<file path="src/rtl/restoring_divider_if.sv">
// Handshake/result bundle for restoring_divider.
// master drives the request, slave returns the result.
interface restoring_divider_if #(
  parameter int WIDTH = 8
);
  logic             start;
  logic             signed_mode;
  logic [WIDTH-1:0] dividend;
  logic [WIDTH-1:0] divisor;
  logic [WIDTH-1:0] quotient;
  logic [WIDTH-1:0] remainder;
  logic             busy;
  logic             done;
  logic             div_by_zero;

  modport master (
    output start, signed_mode, dividend, divisor,
    input  quotient, remainder, busy, done, div_by_zero
  );

  modport slave (
    input  start, signed_mode, dividend, divisor,
    output quotient, remainder, busy, done, div_by_zero
  );
endinterface

</file>
<file path="src/rtl/restoring_divider.sv">
// Multi-cycle restoring divider, one quotient bit per cycle.
// Signed operands are divided as magnitudes, then sign-fixed.
module restoring_divider #(
  parameter int WIDTH = 8
) (
  input logic                clk,
  input logic                rst,
  restoring_divider_if.slave bus
);
  localparam int CW = $clog2(WIDTH + 1);

  typedef enum logic [1:0] {
    IDLE,
    CALC,
    FIX,
    DONE
  } state_t;

  state_t           r_state;
  // r_dvd shifts dividend bits out and quotient bits in
  logic [WIDTH-1:0] r_dvd;
  logic [WIDTH-1:0] r_dvs;
  logic [WIDTH:0]   r_rem;
  logic [CW-1:0]    r_cnt;
  logic             r_neg_n;
  logic             r_neg_d;
  logic [WIDTH-1:0] r_quo;
  logic [WIDTH-1:0] r_rmd;
  logic             r_busy;
  logic             r_done;
  logic             r_dbz;

  logic             w_neg_n;
  logic             w_neg_d;
  logic [WIDTH-1:0] w_mag_n;
  logic [WIDTH-1:0] w_mag_d;
  logic [WIDTH:0]   w_sh;
  logic [WIDTH:0]   w_diff;
  logic             w_qbit;
  logic             w_unused;

  // Operand signs only matter in signed mode.
  assign w_neg_n = bus.signed_mode & bus.dividend[WIDTH-1];
  assign w_neg_d = bus.signed_mode & bus.divisor[WIDTH-1];
  assign w_mag_n = w_neg_n ? -bus.dividend : bus.dividend;
  assign w_mag_d = w_neg_d ? -bus.divisor : bus.divisor;

  // Partial remainder stays below the divisor, so its MSB is always 0.
  assign w_sh     = {r_rem[WIDTH-1:0], r_dvd[WIDTH-1]};
  assign w_diff   = w_sh - {1'b0, r_dvs};
  assign w_qbit   = ~w_diff[WIDTH];
  assign w_unused = r_rem[WIDTH];

  assign bus.quotient    = r_quo;
  assign bus.remainder   = r_rmd;
  assign bus.busy        = r_busy;
  assign bus.done        = r_done;
  assign bus.div_by_zero = r_dbz;

  // Control FSM, datapath steps and registered outputs.
  always_ff @(posedge clk or posedge rst) begin
    if (rst) begin
      r_state <= IDLE;
      r_dvd   <= '0;
      r_dvs   <= '0;
      r_rem   <= '0;
      r_cnt   <= '0;
      r_neg_n <= 1'b0;
      r_neg_d <= 1'b0;
      r_quo   <= '0;
      r_rmd   <= '0;
      r_busy  <= 1'b0;
      r_done  <= 1'b0;
      r_dbz   <= 1'b0;
    end else begin
      unique case (r_state)
        IDLE: begin
          if (bus.start) begin
            if (bus.divisor == '0) begin
              r_quo   <= '1;
              r_rmd   <= bus.dividend;
              r_dbz   <= 1'b1;
              r_done  <= 1'b1;
              r_state <= DONE;
            end else begin
              r_dvd   <= w_mag_n;
              r_dvs   <= w_mag_d;
              r_rem   <= '0;
              r_cnt   <= CW'(WIDTH);
              r_neg_n <= w_neg_n;
              r_neg_d <= w_neg_d;
              r_dbz   <= 1'b0;
              r_busy  <= 1'b1;
              r_state <= CALC;
            end
          end
        end
        CALC: begin
          r_rem <= w_qbit ? w_diff : w_sh;
          r_dvd <= {r_dvd[WIDTH-2:0], w_qbit};
          r_cnt <= r_cnt - CW'(1);
          if (r_cnt == CW'(1)) begin
            r_state <= FIX;
          end
        end
        FIX: begin
          r_quo   <= (r_neg_n ^ r_neg_d) ? -r_dvd : r_dvd;
          r_rmd   <= r_neg_n ? -r_rem[WIDTH-1:0]
                             : r_rem[WIDTH-1:0];
          r_busy  <= 1'b0;
          r_done  <= 1'b1;
          r_state <= DONE;
        end
        DONE: begin
          r_done  <= 1'b0;
          r_state <= IDLE;
        end
      endcase
    end
  end
endmodule

</file>
<file path="src/flat_wrapper.sv">
// flat-port wrapper written by rule: the top's interface ports become plain ports
module restoring_divider_flat 
#(
  parameter int WIDTH = 8
)
  (clk, rst, bus_start, bus_signed_mode, bus_dividend, bus_divisor, bus_quotient, bus_remainder, bus_busy, bus_done, bus_div_by_zero);
  restoring_divider_if #(.WIDTH(WIDTH)) bus_i ();
  input logic clk;
  input logic rst;
  input wire logic [$bits(bus_i.start)-1:0] bus_start;
  input wire logic [$bits(bus_i.signed_mode)-1:0] bus_signed_mode;
  input wire logic [$bits(bus_i.dividend)-1:0] bus_dividend;
  input wire logic [$bits(bus_i.divisor)-1:0] bus_divisor;
  output wire logic [$bits(bus_i.quotient)-1:0] bus_quotient;
  output wire logic [$bits(bus_i.remainder)-1:0] bus_remainder;
  output wire logic [$bits(bus_i.busy)-1:0] bus_busy;
  output wire logic [$bits(bus_i.done)-1:0] bus_done;
  output wire logic [$bits(bus_i.div_by_zero)-1:0] bus_div_by_zero;
  assign bus_i.start = bus_start;
  assign bus_i.signed_mode = bus_signed_mode;
  assign bus_i.dividend = bus_dividend;
  assign bus_i.divisor = bus_divisor;
  assign bus_quotient = bus_i.quotient;
  assign bus_remainder = bus_i.remainder;
  assign bus_busy = bus_i.busy;
  assign bus_done = bus_i.done;
  assign bus_div_by_zero = bus_i.div_by_zero;
  restoring_divider #(.WIDTH(WIDTH)) u_core (.clk(clk), .rst(rst), .bus(bus_i));
endmodule
</file>
<file path="config.mk">
export PLATFORM = sky130hd
export DESIGN_NAME = restoring_divider_flat
export DESIGN_NICKNAME = d
export VERILOG_FILES = /design/src/rtl/restoring_divider_if.sv /design/src/rtl/restoring_divider.sv /design/src/flat_wrapper.sv
export SDC_FILE = /design/constraint.sdc
export NUM_CORES = 1
export LEC_CHECK = 0
export CAP_MARGIN = 20
export CORE_ASPECT_RATIO = 0.8
export CORE_MARGIN = 1
export CORE_UTILIZATION = 65
export DETAILED_ROUTE_END_ITERATION = 10
export DONT_BUFFER_PORTS = 1
export PLACE_DENSITY = 0.88
export SETUP_SLACK_MARGIN = 0.05
export SYNTH_ARGS = -nofsm -noshare
export SYNTH_HDL_FRONTEND = slang
export SYNTH_SLANG_ARGS = --single-unit
</file>
<file path="constraint.sdc">
create_clock -name clk -period 6.5 [get_ports clk]
set_input_delay 0.325 -clock clk [delete_from_list [all_inputs] [get_ports clk]]
set_output_delay 0.325 -clock clk [all_outputs]
set_load 0.1 [all_outputs]
</file>
==> results.json, run 1 <==
{
  "fin_skew_ns": 0.0152,
  "cap_violations": 0,
  "synthMuxAreaShare": 0.0536,
  "worst_path_largest_cell_delay_ns": 0.53,
  "gr-usage-all-layers": 0.303,
  "crit_path_max_fanout": 13,
  "die_width_um": 81.6,
  "timing.rr.start": "u_core.r_dvd[7]$_DFFE_PP0P_",
  "dieArea_sq_um": 5350,
  "cp_slowest_cell": "a221o_1",
  "initial_core_util": 0.695,
  "ys.flop_type": "dfrtp_1",
  "arrival_ns": 2.89,
  "syn_to_final_growth_pct": 5.02,
  "grt_max_degree": 52,
  "yosys.area_share.simple": 0.157,
  "required_ns": 6.68,
  "ys_types": 57,
  "synth_area_per_cell_sq_um": 8.78,
  "hold_viol_final": 0,
  "hold_path_startpoint": "bus_divisor[7]",
  "wl_um": 7470,
  "holdPathStages": 2,
  "hold-path-endpoint": "u_core.r_dvs[7]$_DFFE_PP0P_",
  "yosys_warnings": 0,
  "ctsRootBufferMaster": "clkbuf_8",
  "fin_crit_sh": 0.418,
  "path_class": "flop to flop",
  "ys_seq_area_frac": 0.388,
  "grt_pass1_vias": 2584,
  "cp-end-kind": "flop",
  "fp.dieH_um": 65.6,
  "antenna_found_initial": 0,
  "post_drt_wl_per_cell_um": 17.2,
  "cts.sinks": 51,
  "num-nets-final": 415,
  "synth-seq-cells": 51,
  "drt-initial-drc-count": 255,
  "cts_inserted_buffers": 5,
  "worstSkewPairLatency_ns": 0.30,
  "synth_top_family_by_area": "compound AO/OA/AOI/OAI gates",
  "synthXorXnorAreaFrac": 0.0665,
  "fmax_mhz": 368,
  "cts_tree": "yes",
  "syn_inst": 375,
  "hp-class": "input port to flop",
  "grt.overflow.total": 0,
  "gp_congestion": 0.835,
  "cts_htree_levels": 2,
  "nFillCells": 351,
  "rsz0062_at_grt": "no",
  "fin_crit_ns": 2.72,
  "ioPinCount": 39,
  "regToRegSetupSlack_ns": 3.78,
  "drive_gt1_frac": 0.0533,
  "grt_pass1_wl_um": 12100,
  "setup_tns_ns": 0,
  "path_cells": "inv_1, ha_1, inv_1, fa_1, a211oi_4, o211ai_1, a221o_1, and3_1, a221o_1",
  "slew_headroom": 0.276,
  "viasPerCell": 6.42,
  "syn-cell-area_sq_um": 3290,
  "num_rows": 22,
  "synth_compound_area_frac": 0.213,
  "finalSetupViolations": 0,
  "start_kind": "flop",
  "core-area_sq_um": 4730,
  "route.antenna.remaining_nets": 0,
  "cts_setup_buffers": 0,
  "clockBufferDepth": 2,
  "drv_slew": 0,
  "worstMarginPinSlew_ns": 1.08,
  "clkTransAtPathRegs_ns": 0.09,
  "rr_endpoint": "u_core.r_rem[5]$_DFFE_PP0P_",
  "dr.pass1.iters": 5,
  "vias": 2792,
  "syn-num-nets": 415,
  "yosys.area_share.adder": 0.0783,
  "async_reset_ff_frac": 1.00,
  "drcViolationCount": 0,
  "io_buffers": 0,
  "reg2regPathDepth": 9,
  "synth-edff-count": 0,
  "hpwl_um": 5510,
  "diodes": 0,
  "status": "finished clean"
}
placed cells by master (no fill, tap or decap), types with 2 or more instances in the layout:
| cell | Yosys | layout |
|---|---|---|
| dfrtp_1 | 51 | 51 |
| nand3b_1 | 2 | 2 |
| nor2_1 | 35 | 35 |
| a221o_1 | 2 | 2 |
| a2bb2oi_1 | 3 | 3 |
| ha_1 | 19 | 19 |
| nand2b_1 | 3 | 3 |
| or4_1 | 2 | 2 |
| a32oi_1 | 2 | 2 |
| o31ai_1 | 4 | 4 |
| xnor2_1 | 16 | 16 |
| nor3b_1 | 2 | 2 |
| o211ai_1 | 3 | 3 |
| or3_1 | 3 | 3 |
| mux2i_1 | 15 | 15 |
| a31oi_1 | 5 | 5 |
| a21oi_1 | 29 | 29 |
| nor3_1 | 7 | 7 |
| clkbuf_8 | 0 | 5 |
| nand2_1 | 51 | 51 |
| nand3_1 | 3 | 3 |
| nand4_1 | 2 | 2 |
| xor2_1 | 9 | 9 |
| inv_1 | 24 | 23 |
| nor2b_1 | 2 | 2 |
| o21ai_0 | 43 | 43 |
worst max-delay path, delay by kind of cell (launching register included):
family	cells	cell delay [ns]
buffers and inverters	2	0.13
AOI/OAI and AO/OA	4	1.19
and+or+nand+nor	1	0.28
DFF	1	0.42
adders and majority gates	2	0.56
sequential cells by signal, summed over array words and instances (netlist names):
name and cells:
u_core.r_neg_d 1, u_core.bus.busy 1, u_core.r_state 2, u_core.bus.div_by_zero 1, u_core.r_dvd 8, u_core.bus.quotient 8, u_core.r_rem 8, u_core.bus.remainder 8
u_core.bus.done 1, u_core.r_cnt 4, u_core.r_dvs 8, u_core.r_neg_n 1
how the worst max path moves through the flow:
stage                                  start                     endpoint  slack (ns)  depth (start not counted)
2_1_floorplan    u_core.r_dvd[7]$_DFFE_PP0P_  u_core.r_dvd[0]$_DFFE_PP0P_        4.14                         10
3_3_place_gp     u_core.r_dvd[7]$_DFFE_PP0P_  u_core.r_rem[5]$_DFFE_PP0P_        3.89                          9
3_5_place_dp     u_core.r_dvd[7]$_DFFE_PP0P_  u_core.r_rem[5]$_DFFE_PP0P_        3.80                          9
4_1_cts          u_core.r_dvd[7]$_DFFE_PP0P_  u_core.r_rem[5]$_DFFE_PP0P_        3.78                          9
5_1_grt        u_core.r_state[1]$_DFFE_PP0P_  u_core.r_dvd[2]$_DFFE_PP0P_        3.58                          6
6_report         u_core.r_dvd[7]$_DFFE_PP0P_  u_core.r_rem[5]$_DFFE_PP0P_        3.78                          9
stage by stage:
stage                     cell area [sq um]   util  worst slack, ns  std cells  hold WS (ns)
final                                  3460  0.730             3.78        435         0.163
after global routing                   3460  0.730             3.58        435         0.174
after CTS                              3430  0.724             3.78        433         0.165
after detailed placement               3320  0.702             3.80        426         0.476
after global placement                 3320  0.702             3.89        426         0.464
after floorplan                        3290      -             4.14        375         0.446
routing by layer:
layer  vias to the layer above  GRT usage  routed length [um]  share of wire
met3                        17     0.0625                 570          0.076
met5                         -          0                   0              0
met1                      1329      0.416                3260           0.44
li1                       1312          -                   -              -
met2                       134      0.475                3490           0.47
met4                         0     0.0982                 148          0.020
synth_stat cells (4+ instances only):
cell type	n	area share
clkbuf_1	4	0.0046
buf_2	4	0.0061
nor3_1	7	0.011
mux2i_1	15	0.046
o21ai_0	43	0.065
dfrtp_1	51	0.39
o31ai_1	4	0.0091
nor2_1	35	0.040
a21oi_1	29	0.044
a31oi_1	5	0.0095
inv_1	24	0.027
xor2_1	9	0.024
xnor2_1	16	0.043
ha_1	19	0.072
nand2_1	51	0.058
what timing repair did:
item,CTS,global route
hold buffers,0,1
setup endpoints to repair,0,0
endpoints found under the hold margin,0,5
gates resized for setup,0,0
kinds of logic after synthesis:
family / count (synthesis)
buf+inv: 35
fa+ha+maj: 20
flops: 51
xor+xnor: 25
mux: 17
simple gates: 116
compound gates: 111
layout make-up:
type | count | area, sq um | area share
multi-input combinational | 289 | 1870 | 0.541
clock buffer | 6 | 72.6 | 0.0210
clock inverter | 1 | 30.0 | 0.00869
timing repair buffer | 3 | 37.5 | 0.0109
sequential | 51 | 1280 | 0.369
tap | 60 | 75.1 | 0.0217
inverter | 25 | 93.8 | 0.0272
Power of run 1 is not shown: default switching activity piles up to over one toggle a cycle in this logic, so the estimate is an artifact.
==> run 2, diff against run 1 <==
Settings changed: CORE_UTILIZATION 65 to 64, PLACE_DENSITY 0.88 to 0.87.
Clock period 6.5 ns to 2.75 ns, I/O delays scaled along.
==> results.json, run 2 (synthesis gave the netlist of run 1 again) <==
{
  "grt.overflow.total": 0,
  "num_rows": 22,
  "cts_tree": "yes",
  "finalSetupViolations": 0,
  "cap_violations": 0,
  "holdPathStages": 2,
  "gp_congestion": 0.924,
  "reg2regPathDepth": 10,
  "die_width_um": 82.2,
  "initial_core_util": 0.691,
  "hpwl_um": 5700,
  "cp-startpoint": "u_core.r_dvd[7]$_DFFE_PP0P_",
  "start_kind": "flop",
  "cp-end-kind": "flop",
  "cts_htree_levels": 2,
  "fin_crit_ns": 2.57,
  "cts_inserted_buffers": 5,
  "diodes": 0,
  "ioPinCount": 39,
  "arrival_ns": 2.75,
  "clockBufferDepth": 2,
  "drcViolationCount": 0,
  "syn_to_final_growth_pct": 11.8,
  "dr.pass1.iters": 5,
  "io_buffers": 0,
  "hold_viol_final": 0,
  "fin_crit_sh": 0.935,
  "drive_gt1_frac": 0.113,
  "viasPerCell": 6.37,
  "grt_pass1_vias": 2742,
  "slew_headroom": 0.397,
  "regToRegSetupSlack_ns": 0.18,
  "post_drt_wl_per_cell_um": 17.1,
  "drv_slew": 0,
  "timing.rr.start": "u_core.r_dvd[7]$_DFFE_PP0P_",
  "grt_max_degree": 52,
  "layout_common_cells": "nand2_1 (51), dfrtp_1 (51), o21ai_0 (43)",
  "vias": 2928,
  "gr-usage-all-layers": 0.315,
  "path_class": "flop to flop",
  "cts.sinks": 51,
  "ctsRootBufferMaster": "clkbuf_8",
  "dieArea_sq_um": 5430,
  "required_ns": 2.93,
  "fmax_mhz": 389,
  "setup_tns_ns": 0,
  "rsz0062_at_grt": "no",
  "fin_skew_ns": 0.00525,
  "crit_path_max_fanout": 6,
  "fp.dieH_um": 66.1,
  "hold_path_startpoint": "bus_divisor[2]",
  "hold-path-endpoint": "u_core.r_dvs[2]$_DFFE_PP0P_",
  "num-nets-final": 439,
  "antenna_found_initial": 0,
  "core-area_sq_um": 4760,
  "rr_endpoint": "u_core.r_rem[2]$_DFFE_PP0P_",
  "worstMarginPinSlew_ns": 0.904,
  "hp-class": "input port to flop",
  "grt_pass1_wl_um": 12600,
  "worstSkewPairLatency_ns": 0.31,
  "route.antenna.remaining_nets": 0,
  "wl_um": 7850,
  "clkTransAtPathRegs_ns": 0.09,
  "status": "finished clean",
  "drt-initial-drc-count": 305
}
==> run 2: cell types whose count changed in the layout (fill, tap and decap cells not counted) <==
cell	delta
a221o_2	+1
buf_4	+21
fa_1	-1
dlygate4sd3_1	+2
bufinv_16	+1
a221o_1	-1
buf_6	+1
fa_2	+1
==> run 2: worst max-delay path by stage <==
| stage | cells past startpoint | slack (ns) | endpoint |
|---|---|---|---|
| 2_1_floorplan | 10 | 0.39 | u_core.r_dvd[0]$_DFFE_PP0P_ |
| 4_1_cts | 10 | 0.12 | u_core.r_rem[2]$_DFFE_PP0P_ |
| 5_1_grt | 10 | 0.05 | u_core.r_rem[2]$_DFFE_PP0P_ |
| 6_report | 10 | 0.18 | u_core.r_rem[2]$_DFFE_PP0P_ |
| 3_3_place_gp | 10 | 0.24 | u_core.r_rem[6]$_DFFE_PP0P_ |
| 3_5_place_dp | 10 | 0.15 | u_core.r_rem[3]$_DFFE_PP0P_ |
==> run 2: per-layer routing <==
metal  share of wire  track usage
met1            0.42        0.421
met2            0.47        0.509
met3           0.082       0.0690
met4           0.026       0.0987
met5               0            0
==> run 2: critical path, cell delays in order (launching register included) <==
cell and delay, ns:
dfrtp_1 0.44, inv_1 0.08, ha_1 0.14, inv_1 0.06, fa_2 0.38, a211oi_4 0.27, o211ai_1 0.12, a221o_2 0.46
buf_4 0.18, mux2i_1 0.19, o21ai_0 0.11
==> run 2: through the flow <==
stage / hold WS, ns / std cells / utilization / area [sq um] / setup slack, ns
floorplan: 0.283 / 375 / - / 3290 / 0.393
global placement: 0.288 / 444 / 0.726 / 3460 / 0.239
detailed placement: 0.308 / 444 / 0.726 / 3460 / 0.153
CTS: 0.00106 / 454 / 0.758 / 3610 / 0.123
global route: 0.00744 / 460 / 0.772 / 3680 / 0.0491
finish: 0.0178 / 460 / 0.772 / 3680 / 0.180
==> run 2: area by class of cell <==
class	count	area, sq um
repair buffers	27	226
flip-flops and latches	51	1280
clock buffers	6	72.6
clock inverters	2	60.1
well taps	60	75.1
inverters	25	93.8
fillers	328	1080
multi-input cells	289	1870
==> run 2: repair_timing <==
action,in CTS,in global routing
resized for setup,0,2
buffers inserted,0,3
hold endpoints to repair,1,51
endpoints found under the setup margin,0,6
hold buffers,2,1
Power of run 2 is left out for the same reason.
==> run 3, diff against run 2 <==
Settings changed: GPL_TIMING_DRIVEN from default to 0.
==> results.json, run 3 (synthesis gave the netlist of run 1 again) <==
{
  "hpwl_um": 5630,
  "io_buffers": 0,
  "initial_core_util": 0.691,
  "ctsRootBufferMaster": "clkbuf_8",
  "worstMarginPinSlew_ns": 0.923,
  "nFillCells": 348,
  "wl_um": 7660,
  "gr-usage-all-layers": 0.312,
  "vias": 2806,
  "syn_to_final_growth_pct": 7.38,
  "hp-class": "input port to flop",
  "timing.rr.start": "u_core.r_dvd[7]$_DFFE_PP0P_",
  "hold_path_startpoint": "bus_divisor[4]",
  "drv_slew": 0,
  "hold-path-endpoint": "u_core.r_dvs[4]$_DFFE_PP0P_",
  "fin_crit_ns": 2.62,
  "viasPerCell": 6.28,
  "cts_inserted_buffers": 5,
  "fin_skew_ns": 0.0103,
  "drt-initial-drc-count": 297,
  "drcViolationCount": 0,
  "met2_wirelength_um": 3490,
  "clockBufferDepth": 2,
  "wl_met1_um": 3480,
  "cts_tree": "yes",
  "hold_viol_final": 0,
  "rr_endpoint": "u_core.r_dvd[0]$_DFFE_PP0P_",
  "worstSkewPairLatency_ns": 0.31,
  "grt_pass1_wl_um": 12500,
  "rsz0062_at_grt": "no",
  "finalSetupViolations": 0,
  "fmax_mhz": 382,
  "num-nets-final": 427,
  "layout_commonest_cell": "nand2_1",
  "crit_path_max_fanout": 10,
  "cap_violations": 0,
  "slew_headroom": 0.385,
  "diodes": 0,
  "regToRegSetupSlack_ns": 0.13,
  "top_layer": "met4",
  "cts_htree_levels": 2,
  "reg2regPathDepth": 10,
  "path_class": "flop to flop",
  "required_ns": 2.99,
  "drive_gt1_frac": 0.0724,
  "setup_tns_ns": 0,
  "clkTransAtPathRegs_ns": 0.09,
  "start_kind": "flop",
  "post_drt_wl_per_cell_um": 17.1,
  "route.antenna.remaining_nets": 0,
  "grt_pass1_vias": 2639,
  "core-area_sq_um": 4760,
  "dr.pass1.iters": 5,
  "fin_crit_sh": 0.952,
  "holdPathStages": 2,
  "num_rows": 22,
  "antenna_found_initial": 0,
  "route.met3.wl_um": 577,
  "grt_max_degree": 29,
  "cts.sinks": 51,
  "cp-end-kind": "flop",
  "layout_common_cells": "nand2_1 (51), dfrtp_1 (50), o21ai_0 (43)",
  "arrival_ns": 2.86,
  "fp.dieH_um": 66.1,
  "dieArea_sq_um": 5430,
  "status": "finished clean",
  "ioPinCount": 39,
  "gp_congestion": 0.858,
  "grt.overflow.total": 0,
  "die_width_um": 82.2
}
run 3: cell type report:
type	count	area, sq um	share of cell area
Buffer	10	50.0	0.0142
Clock buffer	5	68.8	0.0195
Clock inverter	2	37.5	0.0106
Inverter	25	93.8	0.0266
Multi-Input combinational cell	289	1870	0.530
Sequential cell	51	1280	0.362
Tap cell	60	75.1	0.0212
Timing Repair Buffer	5	57.6	0.0163
run 3: worst max-delay path by stage:
| stage | from | endpoint | cells past startpoint |
|---|---|---|---|
| 6_report | u_core.r_dvd[7]$_DFFE_PP0P_ | u_core.r_dvd[0]$_DFFE_PP0P_ | 10 |
| 5_1_grt | u_core.r_dvd[7]$_DFFE_PP0P_ | u_core.r_rem[6]$_DFFE_PP0P_ | 10 |
| 4_1_cts | u_core.r_dvd[7]$_DFFE_PP0P_ | u_core.r_dvd[0]$_DFFE_PP0P_ | 10 |
| 3_5_place_dp | u_core.r_dvd[7]$_DFFE_PP0P_ | u_core.r_dvd[0]$_DFFE_PP0P_ | 10 |
| 3_3_place_gp | u_core.r_dvd[7]$_DFFE_PP0P_ | u_core.r_dvd[0]$_DFFE_PP0P_ | 10 |
| 2_1_floorplan | u_core.r_dvd[7]$_DFFE_PP0P_ | u_core.r_dvd[0]$_DFFE_PP0P_ | 10 |
run 3: worst max-delay path: stages (launching register included):
cell	delay (ns)
dfrtp_2	0.45
inv_1	0.07
ha_1	0.14
inv_1	0.05
fa_2	0.37
a211oi_4	0.33
o211ai_1	0.13
a221o_1	0.44
buf_6	0.18
mux2_4	0.26
o21ai_2	0.11
run 3: repair_timing:
| item | CTS | global route |
|---|---|---|
| buffers inserted | 0 | 1 |
| gates resized for setup | 0 | 2 |
| hold buffers | 3 | 0 |
| setup endpoints to repair | 0 | 4 |
| endpoints found under the hold margin | 24 | 0 |
run 3: metrics by stage:
stage	hold WS [ns]	area [sq um]	instances	setup WS, ns	util
after CTS	0.0165	3520	446	0.107	0.740
after global routing	0.0254	3530	447	0.0572	0.742
after global placement	0.292	3370	435	0.185	0.707
final	0.0141	3530	447	0.131	0.742
after detailed placement	0.103	3390	436	0.147	0.711
after floorplan	0.283	3290	375	0.393	-
run 3: routing by layer:
metal,track usage,vias up
met5,0,-
met4,0.105,0
met3,0.0579,14
met2,0.496,117
met1,0.427,1343
li1,-,1332
Power of run 3 is left out for the same reason.
